`src/rtl/sccpu_run_ctrl_pkg.sv`:
```
// Shared debug-controller definitions: run-state encodings, halt reason
// codes and the default halt-instruction encoding.
package sccpu_dbg_pkg;

    typedef enum logic [1:0] {
        ST_IDLE = 2'b00,
        ST_RUN  = 2'b01,
        ST_STEP = 2'b10,
        ST_HALT = 2'b11
    } run_state_e;

    typedef enum logic [2:0] {
        RSN_NONE   = 3'd0,
        RSN_USER   = 3'd1,
        RSN_BP     = 3'd2,
        RSN_HINST  = 3'd3,
        RSN_BUDGET = 3'd4
    } halt_rsn_e;

    localparam logic [31:0] HALT_INST_DEF = 32'h0000_000C;
    localparam int          CNT_W_DEF     = 32;

    // Word-address compare: byte offset bits are ignored.
    function automatic logic same_word(input logic [31:0] a, input logic [31:0] b);
        return a[31:2] == b[31:2];
    endfunction

endpackage

```
`src/rtl/sccpu_run_ctrl_if.sv`:
```
// Debug-host / IF-stage bundle seen by the run controller. The host side
// (master) drives requests and the current fetch; the controller (slave)
// returns the CPU enable and status.
interface sccpu_run_ctrl_if #(
    parameter int CNT_W = 32
);
    logic             run_req;
    logic             step_req;
    logic             halt_req;
    logic             bp_en;
    logic [31:0]      bp_addr;
    logic [CNT_W-1:0] max_cycles;
    logic             cnt_clr;
    logic [31:0]      pc;
    logic [31:0]      inst;

    logic             cpu_en;
    logic [1:0]       state;
    logic [2:0]       halt_reason;
    logic             step_done;
    logic [CNT_W-1:0] retired_cnt;

    modport master (
        output run_req, step_req, halt_req, bp_en, bp_addr, max_cycles,
               cnt_clr, pc, inst,
        input  cpu_en, state, halt_reason, step_done, retired_cnt
    );

    modport slave (
        input  run_req, step_req, halt_req, bp_en, bp_addr, max_cycles,
               cnt_clr, pc, inst,
        output cpu_en, state, halt_reason, step_done, retired_cnt
    );
endinterface

```
`src/rtl/sccpu_run_ctrl_stop_detect.sv`:
```
// Combinational stop detection on the instruction currently in IF:
// halt-instruction match and (unsuppressed) PC breakpoint match.
module sccpu_stop_detect
    import sccpu_dbg_pkg::*;
#(
    parameter logic [31:0] HALT_INST = HALT_INST_DEF
) (
    input  logic [31:0] pc_i,
    input  logic [31:0] inst_i,
    input  logic        bp_en_i,
    input  logic [31:0] bp_addr_i,
    input  logic        bp_skip_i,
    output logic        hit_halt_o,
    output logic        hit_bp_o
);

    // The halt instruction is caught before it executes.
    assign hit_halt_o = (inst_i == HALT_INST);

    // bp_skip masks the breakpoint for the first instruction after a resume,
    // so restarting from the breakpoint PC makes forward progress.
    assign hit_bp_o = bp_en_i && same_word(pc_i, bp_addr_i) && !bp_skip_i;

endmodule

```
`src/rtl/sccpu_run_ctrl.sv`:
```
// Run/step/halt controller for the single-cycle CPU. Produces the global
// clock enable (one enabled cycle = one retired instruction), tracks why
// the core stopped, and counts retired instructions.
module sccpu_run_ctrl
    import sccpu_dbg_pkg::*;
#(
    parameter logic [31:0] HALT_INST = HALT_INST_DEF,
    parameter int          CNT_W     = CNT_W_DEF
) (
    input  logic               Clock,
    input  logic               Resetn,
    sccpu_run_ctrl_if.slave    bus
);

    run_state_e       state_q, state_d;
    halt_rsn_e        rsn_q, rsn_d;
    logic             step_done_q, step_done_d;
    logic [CNT_W-1:0] retired_q, retired_d;
    logic [CNT_W-1:0] run_cnt_q, run_cnt_d;
    logic             bp_skip_q, bp_skip_d;

    logic             cpu_en;
    logic             hit_halt;
    logic             hit_bp;
    logic [CNT_W-1:0] run_cnt_inc;

    sccpu_stop_detect #(
        .HALT_INST (HALT_INST)
    ) u_stop (
        .pc_i       (bus.pc),
        .inst_i     (bus.inst),
        .bp_en_i    (bus.bp_en),
        .bp_addr_i  (bus.bp_addr),
        .bp_skip_i  (bp_skip_q),
        .hit_halt_o (hit_halt),
        .hit_bp_o   (hit_bp)
    );

    assign run_cnt_inc = run_cnt_q + CNT_W'(1);

    // Next state, halt reason, run flags and the Mealy cpu_en: a stop
    // condition suppresses the offending instruction in the same cycle.
    always_comb begin
        state_d   = state_q;
        rsn_d     = rsn_q;
        run_cnt_d = run_cnt_q;
        bp_skip_d = bp_skip_q;
        cpu_en    = 1'b0;

        case (state_q)
            ST_IDLE, ST_HALT: begin
                // run beats step; halt_req is meaningless while stopped
                if (bus.run_req) begin
                    state_d   = ST_RUN;
                    run_cnt_d = '0;
                    bp_skip_d = 1'b1;
                    rsn_d     = RSN_NONE;
                end else if (bus.step_req) begin
                    state_d = ST_STEP;
                end
            end

            ST_RUN: begin
                cpu_en = !bus.halt_req && !hit_halt && !hit_bp;
                if (cpu_en) begin
                    run_cnt_d = run_cnt_inc;
                    bp_skip_d = 1'b0;
                end

                if (bus.halt_req) begin
                    state_d = ST_HALT;
                    rsn_d   = RSN_USER;
                end else if (hit_halt) begin
                    state_d = ST_HALT;
                    rsn_d   = RSN_HINST;
                end else if (hit_bp) begin
                    state_d = ST_HALT;
                    rsn_d   = RSN_BP;
                end else if ((bus.max_cycles != '0) && (run_cnt_inc == bus.max_cycles)) begin
                    // budget exhausted: this last instruction still retires
                    state_d = ST_HALT;
                    rsn_d   = RSN_BUDGET;
                end

                if (state_d != ST_RUN) begin
                    bp_skip_d = 1'b0;
                end
            end

            ST_STEP: begin
                // breakpoints do not apply to a single step
                cpu_en  = !bus.halt_req && !hit_halt;
                state_d = ST_HALT;
                if (bus.halt_req) begin
                    rsn_d = RSN_USER;
                end else if (hit_halt) begin
                    rsn_d = RSN_HINST;
                end
            end

            default: begin
                state_d = ST_IDLE;
            end
        endcase
    end

    // Retired counter and step completion pulse; clear wins over increment.
    always_comb begin
        retired_d   = retired_q;
        step_done_d = (state_q == ST_STEP) && cpu_en;
        if (bus.cnt_clr) begin
            retired_d = '0;
        end else if (cpu_en) begin
            retired_d = retired_q + CNT_W'(1);
        end
    end

    // State and counter registers.
    always_ff @(posedge Clock or negedge Resetn) begin
        if (!Resetn) begin
            state_q     <= ST_IDLE;
            rsn_q       <= RSN_NONE;
            step_done_q <= 1'b0;
            retired_q   <= '0;
            run_cnt_q   <= '0;
            bp_skip_q   <= 1'b0;
        end else begin
            state_q     <= state_d;
            rsn_q       <= rsn_d;
            step_done_q <= step_done_d;
            retired_q   <= retired_d;
            run_cnt_q   <= run_cnt_d;
            bp_skip_q   <= bp_skip_d;
        end
    end

    assign bus.cpu_en      = cpu_en;
    assign bus.state       = state_q;
    assign bus.halt_reason = rsn_q;
    assign bus.step_done   = step_done_q;
    assign bus.retired_cnt = retired_q;

endmodule

```
`src/flat_wrapper.sv`:
```
// flat-port wrapper written by rule: the top's interface ports become plain ports
module sccpu_run_ctrl_flat import sccpu_dbg_pkg::*;
#(
    parameter logic [31:0] HALT_INST = HALT_INST_DEF,
    parameter int          CNT_W     = CNT_W_DEF
)
  (Clock, Resetn, bus_run_req, bus_step_req, bus_halt_req, bus_bp_en, bus_bp_addr, bus_max_cycles, bus_cnt_clr, bus_pc, bus_inst, bus_cpu_en, bus_state, bus_halt_reason, bus_step_done, bus_retired_cnt);
  sccpu_run_ctrl_if #(.CNT_W(CNT_W)) bus_i ();
  input  logic Clock;
  input  logic Resetn;
  input wire logic [$bits(bus_i.run_req)-1:0] bus_run_req;
  input wire logic [$bits(bus_i.step_req)-1:0] bus_step_req;
  input wire logic [$bits(bus_i.halt_req)-1:0] bus_halt_req;
  input wire logic [$bits(bus_i.bp_en)-1:0] bus_bp_en;
  input wire logic [$bits(bus_i.bp_addr)-1:0] bus_bp_addr;
  input wire logic [$bits(bus_i.max_cycles)-1:0] bus_max_cycles;
  input wire logic [$bits(bus_i.cnt_clr)-1:0] bus_cnt_clr;
  input wire logic [$bits(bus_i.pc)-1:0] bus_pc;
  input wire logic [$bits(bus_i.inst)-1:0] bus_inst;
  output wire logic [$bits(bus_i.cpu_en)-1:0] bus_cpu_en;
  output wire logic [$bits(bus_i.state)-1:0] bus_state;
  output wire logic [$bits(bus_i.halt_reason)-1:0] bus_halt_reason;
  output wire logic [$bits(bus_i.step_done)-1:0] bus_step_done;
  output wire logic [$bits(bus_i.retired_cnt)-1:0] bus_retired_cnt;
  assign bus_i.run_req = bus_run_req;
  assign bus_i.step_req = bus_step_req;
  assign bus_i.halt_req = bus_halt_req;
  assign bus_i.bp_en = bus_bp_en;
  assign bus_i.bp_addr = bus_bp_addr;
  assign bus_i.max_cycles = bus_max_cycles;
  assign bus_i.cnt_clr = bus_cnt_clr;
  assign bus_i.pc = bus_pc;
  assign bus_i.inst = bus_inst;
  assign bus_cpu_en = bus_i.cpu_en;
  assign bus_state = bus_i.state;
  assign bus_halt_reason = bus_i.halt_reason;
  assign bus_step_done = bus_i.step_done;
  assign bus_retired_cnt = bus_i.retired_cnt;
  sccpu_run_ctrl #(.HALT_INST(HALT_INST), .CNT_W(CNT_W)) u_core (.Clock(Clock), .Resetn(Resetn), .bus(bus_i));
endmodule
```
`config.mk`:
```
export PLATFORM = sky130hd
export DESIGN_NAME = sccpu_run_ctrl_flat
export DESIGN_NICKNAME = d
export VERILOG_FILES = /design/src/rtl/sccpu_run_ctrl_pkg.sv /design/src/rtl/sccpu_run_ctrl_if.sv /design/src/rtl/sccpu_run_ctrl_stop_detect.sv /design/src/rtl/sccpu_run_ctrl.sv /design/src/flat_wrapper.sv
export SDC_FILE = /design/constraint.sdc
export NUM_CORES = 1
export LEC_CHECK = 0
export ABC_AREA = 1
export ABC_CLOCK_PERIOD_IN_PS = 4100
export CORE_MARGIN = 5
export CORE_UTILIZATION = 30
export DETAILED_ROUTE_END_ITERATION = 8
export MAX_ROUTING_LAYER = met4
export PLACE_DENSITY_LB_ADDON = 0.08
export RECOVER_POWER = 100
export SYNTH_ARGS = -nofsm -noshare
export SYNTH_HDL_FRONTEND = slang
export SYNTH_HIERARCHICAL = 1
export SYNTH_SLANG_ARGS = --single-unit
```
`constraint.sdc`:
```
create_clock -name Clock -period 4.1 [get_ports Clock]
set_clock_uncertainty 0.15 [all_clocks]
set_input_delay 0.82 -clock Clock [delete_from_list [all_inputs] [get_ports Clock]]
set_output_delay 0.82 -clock Clock [all_outputs]
set_load 0.02 [all_outputs]
```
## After elaboration in Yosys (flattened, before gate mapping)

Index checks and enable logic that the tools add are counted.

- $add $sub $neg: 2
- Multiply operators: 0
- Div/mod/pow operators: 0
- Order comparisons: 0
- Equality and inequality tests: 13
- Shift operators: 0
- Mux-type cells: 26
- Bitwise operators: 0
- Reductions and logical operators: 18

Operator list:

| cell | number |
|---|---|
| $mux W32 | 4 |
| $add A32 B1 Y32 const B | 2 |
| $pmux W32 S2 | 1 |
| $eq A32 B32 Y1 | 1 |
| $eq A32 B4 Y1 const B | 1 |
| $reduce_bool A32 Y1 | 1 |
| $eq A30 B30 Y1 | 1 |
| $mux W3 | 7 |
| $mux W2 | 7 |
| $pmux W3 S3 | 1 |
| $reduce_and A3 Y1 | 3 |
| $logic_and A1 B1 Y1 | 6 |
| $pmux W2 S3 | 1 |
| $ne A5 B2 Y1 const B | 1 |
| $eq A2 B2 Y1 const B | 2 |
| $logic_not A1 Y1 | 4 |
| $ne A2 B1 Y1 const B | 2 |
| $pmux W1 S2 | 2 |
| $reduce_bool A2 Y1 | 2 |
| $mux W1 | 3 |
| $ne A3 B1 Y1 const B | 1 |
| $ne A3 B2 Y1 const B | 1 |
| $ne A3 B3 Y1 const B | 1 |
| $eq A2 B1 Y1 const B | 1 |
| other kinds (3) | 3 |

- Bits in registers: 71
- Bits in latches: 0
- Bits in writable memories: 0
- Bits in read-only memories: 0
- Input port bits: 135
- Output and inout bits: 39
- Logic and storage cells: 65
- Memories: 0

## Logic depth before layout (Yosys ltp)

- Depth in word-level cells: 11
- Mapped depth: 25
- Mapped depth without buffers: 25

## Cells and area by module

Netlist, hierarchy kept.

Modules (own cells, without submodules):

| module | instances | cells an instance | area an instance (sq um) | seq. area each (sq um) |
|---|---|---|---|---|
| sccpu_run_ctrl | 1 | 771 | 5,108.6 | 1,776.7 |
| sccpu_stop_detect | 1 | 177 | 701.9 | 0.0 |

## Worst setup path after synthesis

Ideal clock, no wire load.

- Path type: input to register
- Start: input bus_bp_addr[5]
- End: register u_core.retired_q[27], in the netlist u_core/bus.retired_cnt[27]
- Library setup time: 121 ps
- Arrival: 2,683 ps
- Required time: 3,829 ps
- Path slack: 1,146 ps
- Stages on the path: 24
- Path buffers: 0
- Cell sequence: inv_1 o21ai_0 nor2_1 nand2_1 nor2_1 nand2_1 nor2_1 nor2_4 nand2_2 nor2_4 nand2_2 nand2_4 nand2_2 inv_2 nand2_1 nor2_1 nand2_1 nor2_2 and3_2 inv_2 nor2_2 nand2_1 nand2_1 a21oi_1

- Cells in the longest elaborated chain, start to end: 7

Ends and longest elaborated chain:

| what | RTL line | RTL |
|---|---|---|
| from (decl) | flat_wrapper.sv:15 | `input wire logic [$bits(bus_i.bp_addr)-1:0] bus_bp_addr;` |
| $eq A30 B30 Y1 | sccpu_run_ctrl_pkg.sv:25 | `return a[31:2] == b[31:2];` |
| $logic_and A1 B1 Y1 (2 in a row) | sccpu_run_ctrl_stop_detect.sv:22 | `assign hit_bp_o = bp_en_i && same_word(pc_i, bp_addr_i) && !bp_skip_i;` |
| named net u_core.hit_bp | sccpu_run_ctrl.sv:24 | `logic hit_bp;` |
| $logic_not A1 Y1 | sccpu_run_ctrl.sv:64 | `cpu_en = !bus.halt_req && !hit_halt && !hit_bp;` |
| $logic_and A1 B1 Y1 | sccpu_run_ctrl.sv:64 |  |
| $pmux W1 S2 | sccpu_run_ctrl.sv:50 | `case (state_q)` |
| named net bus_cpu_en | flat_wrapper.sv:20 | `output wire logic [$bits(bus_i.cpu_en)-1:0] bus_cpu_en;` |
| $reduce_bool A2 Y1 (no line) | - |  |
| to (signal assigned) | sccpu_run_ctrl.sv:131 | `retired_q <= retired_d;` |
| to (decl) | sccpu_run_ctrl.sv:18 | `logic [CNT_W-1:0] retired_q, retired_d;` |

The timed path passes the listed nets, and every way through them passes these cells.
A chain may end at the register's enable or synchronous reset.

## Worst setup path in the final report

- Start: input bus_inst[27]
- End: output bus_cpu_en

- Cells in the longest elaborated chain, start to end: 5

Ends and longest elaborated chain:

| what | RTL line | RTL |
|---|---|---|
| from (decl) | flat_wrapper.sv:19 | `input wire logic [$bits(bus_i.inst)-1:0] bus_inst;` |
| $eq A32 B4 Y1 * | sccpu_run_ctrl_stop_detect.sv:18 | `assign hit_halt_o = (inst_i == HALT_INST);` |
| named net u_core.hit_halt | sccpu_run_ctrl.sv:23 | `logic hit_halt;` |
| $logic_not A1 Y1 * | sccpu_run_ctrl.sv:64, sccpu_run_ctrl.sv:92 |  |
| $logic_and A1 B1 Y1 * | sccpu_run_ctrl.sv:64, sccpu_run_ctrl.sv:92 |  |
| $logic_and A1 B1 Y1 | sccpu_run_ctrl.sv:64 |  |
| $pmux W1 S2 * | sccpu_run_ctrl.sv:50 |  |
| to (decl) | flat_wrapper.sv:20 |  |

The timed path passes the listed nets; every way through them passes the cells marked *.

==> impl_metrics.yaml <==
run_status:
  outcome: "finished, final reports clean"
routing:
  num_vias: 6329
  drt_first_pass_iters: 5
  antenna_left: 0
  totalWireLength_mm: 19.0
  routed_via_density: 4.52
  drc: 0
  avgRoutedWirePerCell_um: 13.5
  drt_iter0_drc: 283
setup_path:
  path_max_fanout: 4
  critPathKind: "in2out"
  arrival_ps: 2660
  crit_start: "bus_inst[27]"
  endpoint: "bus_cpu_en"
  timing.rr.end: "u_core/run_cnt_q[30]$_DFFE_PN0P_"
  rrSetupSlack_ps: 710
  worst_ep_required_time_ps: 3130
  rr_worst_depth: 9
  cp-end-kind: "output pin"
  r2r-start: "u_core/bus.state[0]$_DFFE_PN0P_"
  start_kind: "input pin"
placed_design:
  portBuffers: 169
  place_area_um2: 7870
  post-place-ws_ps: 139
  gp_routability_congestion: 0.819
  dp.cells: 1383
  dp_hpwl_mm: 15.4
clocking:
  post-cts-setup-buffer-count: 0
  insertion_delay_ps: 340
  clkTransAtPathRegs_ps: 60
  cts.sinks: 71
  cts_tree: "yes"
  clock_path_buffers: 2
  clockRootBuffer: "clkbuf_16"
  cts.htree.levels: 3
  numCtsBuffers: 9
finish:
  final_nets: 1268
  fin_util: 0.421
  area_growth_pct: 39.7
  nFillCells: 2142
  final_cells: 1400
  final_area_um2: 8120
  drive_gt1_frac: 0.0485
sta:
  max_freq_mhz: 275
  tns_ps: 0
  fin_ws_ps: 466
  period_share: 0.886
  slew_violations: 0
  timing_hold_violations_final: 0
  period_minus_slack_ps: 3630
  rsz0062_at_grt: "false"
  setup_viol: 0
  worst_pin_slew_ps: 1490
  hold_slack_ps: 316
  relSlewSlack: 0.00859
synthesis:
  synth_area_um2: 5810
  synth_common_cells: "nand2_1, inv_1, nor2_1"
  synthCells: 948
  synthArstFlopShare: 1.00
  synthDominantCellAreaShare: 0.306
  ys_ff_latch: 71
  yosysTopAreaCell: "dfrtp_1"
  synthFlopType: "dfrtp_1"
  syn_nets: 1087
  synth_edf_count: 0
  yosys.cell_count.top_type: "nand2_1"
  yosys_warnings: 6
  netlist_top_cells_area: "dfrtp_1, nand2_1, inv_1, nor2_1, nand3_1"
  syn_area_per_cell_um2: 6.13
  synth_seq_area_share: 0.306
  synth_cell_types: 39
power_and_ir_drop:
  leakage_nw: 3.85
  vdd_drop_max_v: 0.000209
  p_per_area_nw_per_um2: 307
  power_mw: 2.49
grt:
  overflow: 0
  grtUsageTotal: 0.177
  antenna_found_initial: 1
  grt_pass1_wl_mm: 30.5
  grt_pass1_vias: 6246
  grt_max_degree: 53
worst_hold_path:
  holdCritPathClass: "reg2reg"
  holdPathStages: 2
floorplanning:
  initial_utilization: 0.302
  fp.dieW_um: 149
  num_rows: 51
  die_h_um: 149
  die-area_um2: 22300
  num_io_pins: 174
  coreArea_um2: 19300
job:
  drv_cap: 0
## flip-flops by register name, summed over array words and instances, names as in the netlist
| name | cells |
|---|---|
| u_core/bus.retired_cnt | 32 |
| u_core/bp_skip_q | 1 |
| u_core/bus.halt_reason | 3 |
| u_core/run_cnt_q | 32 |
| u_core/bus.state | 2 |
| u_core/bus.step_done | 1 |
## layer usage
metal / GRT usage / vias up / wire, um
li1: - / 3363 / -
met1: 0.209 / 2813 / 8510
met2: 0.306 / 140 / 9170
met3: 0.0453 / 13 / 1100
met4: 0.0339 / 0 / 169
met5: - / - / 0
## power by group
group	switching [mW]	leakage [nW]	internal, mW
Sequential	0.0389	0.982	0.746
Combinational	0.548	2.72	0.310
Clock	0.336	0.153	0.510
## worst max-delay path, stage by stage
cell and delay (ps):
dlygate4sd3_1 530, nor4_1 280, nand3b_1 120, nor2_1 290, nor2_4 60, nand2_1 140
nor2_4 60, nand2_1 120, nand2_4 50, clkbuf_1 190
## worst min-delay path by stage
stage                                     startpoint                               endpoint
6_report       u_core/bus.halt_reason[1]$_DFFE_PN0P_  u_core/bus.halt_reason[1]$_DFFE_PN0P_
4_1_cts        u_core/bus.halt_reason[1]$_DFFE_PN0P_  u_core/bus.halt_reason[1]$_DFFE_PN0P_
2_1_floorplan           u_core/bp_skip_q$_DFFE_PN0P_           u_core/bp_skip_q$_DFFE_PN0P_
3_5_place_dp   u_core/bus.halt_reason[1]$_DFFE_PN0P_  u_core/bus.halt_reason[1]$_DFFE_PN0P_
3_3_place_gp   u_core/bus.halt_reason[1]$_DFFE_PN0P_  u_core/bus.halt_reason[1]$_DFFE_PN0P_
5_1_grt        u_core/bus.halt_reason[1]$_DFFE_PN0P_  u_core/bus.halt_reason[1]$_DFFE_PN0P_
## layout by cell type (no fill, tap or decap), types with 3 or more instances in the layout
| cell type | count |
|---|---|
| nand2_1 | 320 |
| inv_1 | 158 |
| clkdlybuf4s50_1 | 128 |
| nor2_1 | 128 |
| dfrtp_1 | 71 |
| nand3_1 | 63 |
| dlygate4sd3_1 | 39 |
| o21ai_0 | 36 |
| o22ai_1 | 22 |
| a21oi_1 | 21 |
| nor3_1 | 18 |
| nand4_1 | 15 |
| nor2_2 | 11 |
| nand3b_1 | 11 |
| clkbuf_16 | 9 |
| xor2_1 | 8 |
| nor4_1 | 7 |
| clkbuf_1 | 6 |
| nor2_4 | 6 |
| xnor3_1 | 5 |
| nand2_2 | 4 |
| ha_1 | 4 |
| inv_2 | 3 |
| nand3_2 | 3 |
| o21ai_1 | 3 |
| clkinv_1 | 3 |
| buf_4 | 3 |
## logic make-up (layout without fill, tap and decap cells)
| logic type | count (synthesis) | after routing | synth area share |
|---|---|---|---|
| AND/OR/NAND/NOR | 596 | 596 | 0.452 |
| buffers and inverters | 172 | 358 | 0.112 |
| AO/OA/AOI/OAI | 90 | 90 | 0.0870 |
| flip-flops | 71 | 71 | 0.306 |
| XOR/XNOR | 15 | 15 | 0.0345 |
| adder cells (fa/ha/maj) | 4 | 4 | 0.00861 |
| other | 0 | 1 | 0 |
## area by class of cell
class	count	area, um2	area share
multi-input cells	705	3350	0.413
flip-flops and latches	71	1780	0.219
repair buffers	178	1730	0.213
inverters	164	616	0.0758
well taps	265	332	0.0408
clock buffers	11	253	0.0311
clock inverters	5	63.8	0.00786
diodes	1	2.50	0.000308
## what timing repair did
| item | in CTS | in global routing |
|---|---|---|
| gates resized for setup | 0 | 1 |
| hold buffers | 0 | 0 |
| setup endpoints to repair | 0 | 1 |
Power figures use the tool's default switching activity.
==> RTL change (same flow settings) <==
The package constant `CNT_W_DEF` goes from 32 to 48.
--- a/src/rtl/sccpu_run_ctrl_pkg.sv
+++ b/src/rtl/sccpu_run_ctrl_pkg.sv
@@ -19,5 +19,5 @@
 
     localparam logic [31:0] HALT_INST_DEF = 32'h0000_000C;
-    localparam int          CNT_W_DEF     = 32;
+    localparam int          CNT_W_DEF     = 48;
 
     // Word-address compare: byte offset bits are ignored.
Ports: changed (resized bus_max_cycles and bus_retired_cnt); port bits go from 174 to 206. The function was not compared with the original's and may differ.
==> RTL change against the unedited design <==
  * The flow now finishes with violations (capacitance limit, slew limit)
  * Critical endpoint is now u_core/bus.halt_reason[1]
  * Total power up 24%
  * Routed wire length rose by 63%
  * Synthesized cell count up 49%
  * Final area is 40% higher
  * Sequential cell count grew 32
  * Synthesized area grew 48%
  * Global-route usage is 2.1 points higher
  * Setup slack worse by 0.063 ns
  * Largest cell class unchanged
==> RTL change: results (changes against the unedited design) <==
Run status
  – Outcome: finished with violations (was finished, final reports clean)
  – Failing checks: capacitance limit, slew limit

Layout
  – Filler Cells Inserted: 3003 (was 2142)
  – Share of post-route cells with drive strength above 1: 4.57% (was 4.85%)
  – Fin nets: 1771 (was 1268)

Placed design
  – Port Buffers: 201 (was 169)
  – DP Area: 11100 µm² (was 7870 µm²)
  – Pre-CTS setup slack: 0.0351 ns (was 0.139 ns)
  – Gp weighted congestion: 0.889 (was 0.819)
  – Dpl hpwl: 24700 µm (was 15400 µm)

Job
  – Max-Cap Viols: 1 (was 0)

Global routing
  – Number of global-route vias before repair: 9148 (was 6246)
  – Initial antenna violation count: 1 (unchanged)
  – Gr usage total: 19.8% (was 17.7%)
  – Global-route wire length before repair: 48200 µm (was 30500 µm)
  – Largest net degree at the start of global routing: 60 (was 53)

Routing
  – Final WL: 30900 µm (was 19000 µm)
  – Iter 0 DRT Violations: 594 (was 283)
  – Via count: 9575 (was 6329)
  – Drt pass-1 iters: 5 (unchanged)

Clock network
  – Post-CTS Resized: 0 (unchanged)
  – CTS Buf Count: 9 (unchanged)
  – CTS clk-pin slew, worst paths: 0.08 ns (was 0.06 ns)
  – Post-CTS Setup Inserts: 0 (unchanged)
  – Root Buffer: clkbuf_16 (unchanged)
  – Max Buffers Root-to-Sink: 2 (unchanged)
  – H-tree depth: 3 (unchanged)
  – Worst-Skew Late Latency: 0.37 ns (was 0.34 ns)

Worst setup path
  – CP Class: flop to flop (was input pin to output port)
  – RR Endpoint: u_core/bus.halt_reason[1] (was u_core/run_cnt_q[30])
  – Slowest CP cell: nor2_2 (was dlygate4sd3_1)
  – Delay-heaviest family, CP: simple AND/OR/NAND/NOR gates (unchanged)
  – Critical Path AT: 3.81 ns (was 2.66 ns)
  – Worst Path Max Fanout: 13 (was 4)
  – Largest stage delay on the critical path: 0.60 ns (was 0.53 ns)
  – RR Startpoint: u_core/run_cnt_q[0] (was u_core/bus.state[0])

Pwr
  – Leak: 5.12 nW (was 3.85 nW)
  – VDD IR-drop max: 0.296 mV (was 0.209 mV)

STA
  – Setup ws final: 0.402 ns (was 0.466 ns)
  – Worst slew pin tran: 2.88 ns (was 1.49 ns)
  – Count of final max-slew check failures: 45 (was 0)
  – Finish-stage setup viols: 0 (unchanged)

Yosys
  – Cell variety after synth: 44 (was 39)
  – Top FF cell, synth: dfrtp_1 (unchanged)
  – Synth Net Count: 1564 (was 1087)
  – Top cells by count, synth: nand2_1, inv_1, nor2_1 (unchanged)
  – Area contributors post-synth: dfrtp_1, nand2_1, inv_1, nor2_1, nand3_1 (unchanged)
  – Sequential area share after synthesis: 30.1% (was 30.6%)
  – Yosys warns: 6 (unchanged)

Worst hold path
  – Worst min-delay path category: flop to flop (unchanged)
  – Worst Hold Depth: 1 (was 2)
  – Hold endpoint: u_core/bus.retired_cnt[47] (was u_core/bus.halt_reason[1])
  – Hold path startpoint: u_core/bus.retired_cnt[47] (was u_core/bus.halt_reason[1])
==> RTL change: area by class of cell <==
type                    count  area, µm²  area share (%)
flip-flops and latches    103       2580            22.6
well taps                 378        473            4.16
diodes                      1       2.50          0.0220
multi-input cells        1068       5070            44.6
inverters                 219        822            7.22
clock buffers              11        253            2.22
clock inverters             5       75.1           0.660
repair buffers            215       2100            18.5
==> RTL change: cells by family (layout without fill, tap and decap cells) <==
logic type | Yosys count | after routing | share of synthesized area (%)
adders and majority gates | 4 | 4 | 0.584
buffers and inverters | 238 | 450 | 10.6
xor gates and xnor gates | 18 | 18 | 2.64
AOI/OAI and AO/OA | 134 | 134 | 8.62
and+or+nand+nor | 911 | 911 | 47.3
muxes | 1 | 1 | 0.131
DFF | 103 | 103 | 30.1
other | 0 | 1 | 0
==> RTL change: metrics by stage <==
| stage | std cells | total power, W | hold WS (ns) | utilization (%) |
|---|---|---|---|---|
| 2_1_floorplan | 1409 | 0.00167 | 0.331 | - |
| 3_3_place_gp | 1983 | 0.00221 | 0.300 | 39.7 |
| 3_5_place_dp | 1983 | 0.00221 | 0.315 | 39.7 |
| 4_1_cts | 1999 | 0.00321 | 0.329 | 40.8 |
| 5_1_grt | 2000 | 0.00328 | 0.347 | 40.6 |
| 6_report | 2000 | 0.00309 | 0.324 | 40.6 |
==> RTL change: routing by layer <==
layer / vias to the layer above / global-route usage [%] / part of all wire, %
li1: 4918 / - / -
met1: 4373 / 25.4 / 45
met2: 248 / 32.5 / 48
met3: 36 / 3.21 / 4.8
met4: 0 / 5.47 / 2.2
met5: - / - / 0
==> RTL change: where the power goes <==
| part | total (W) | internal (W) | switching (W) |
|---|---|---|---|
| combinational | 0.00101 | 0.000364 | 0.000646 |
| sequential | 0.00110 | 0.00106 | 0.0000400 |
| clock | 0.000980 | 0.000522 | 0.000458 |
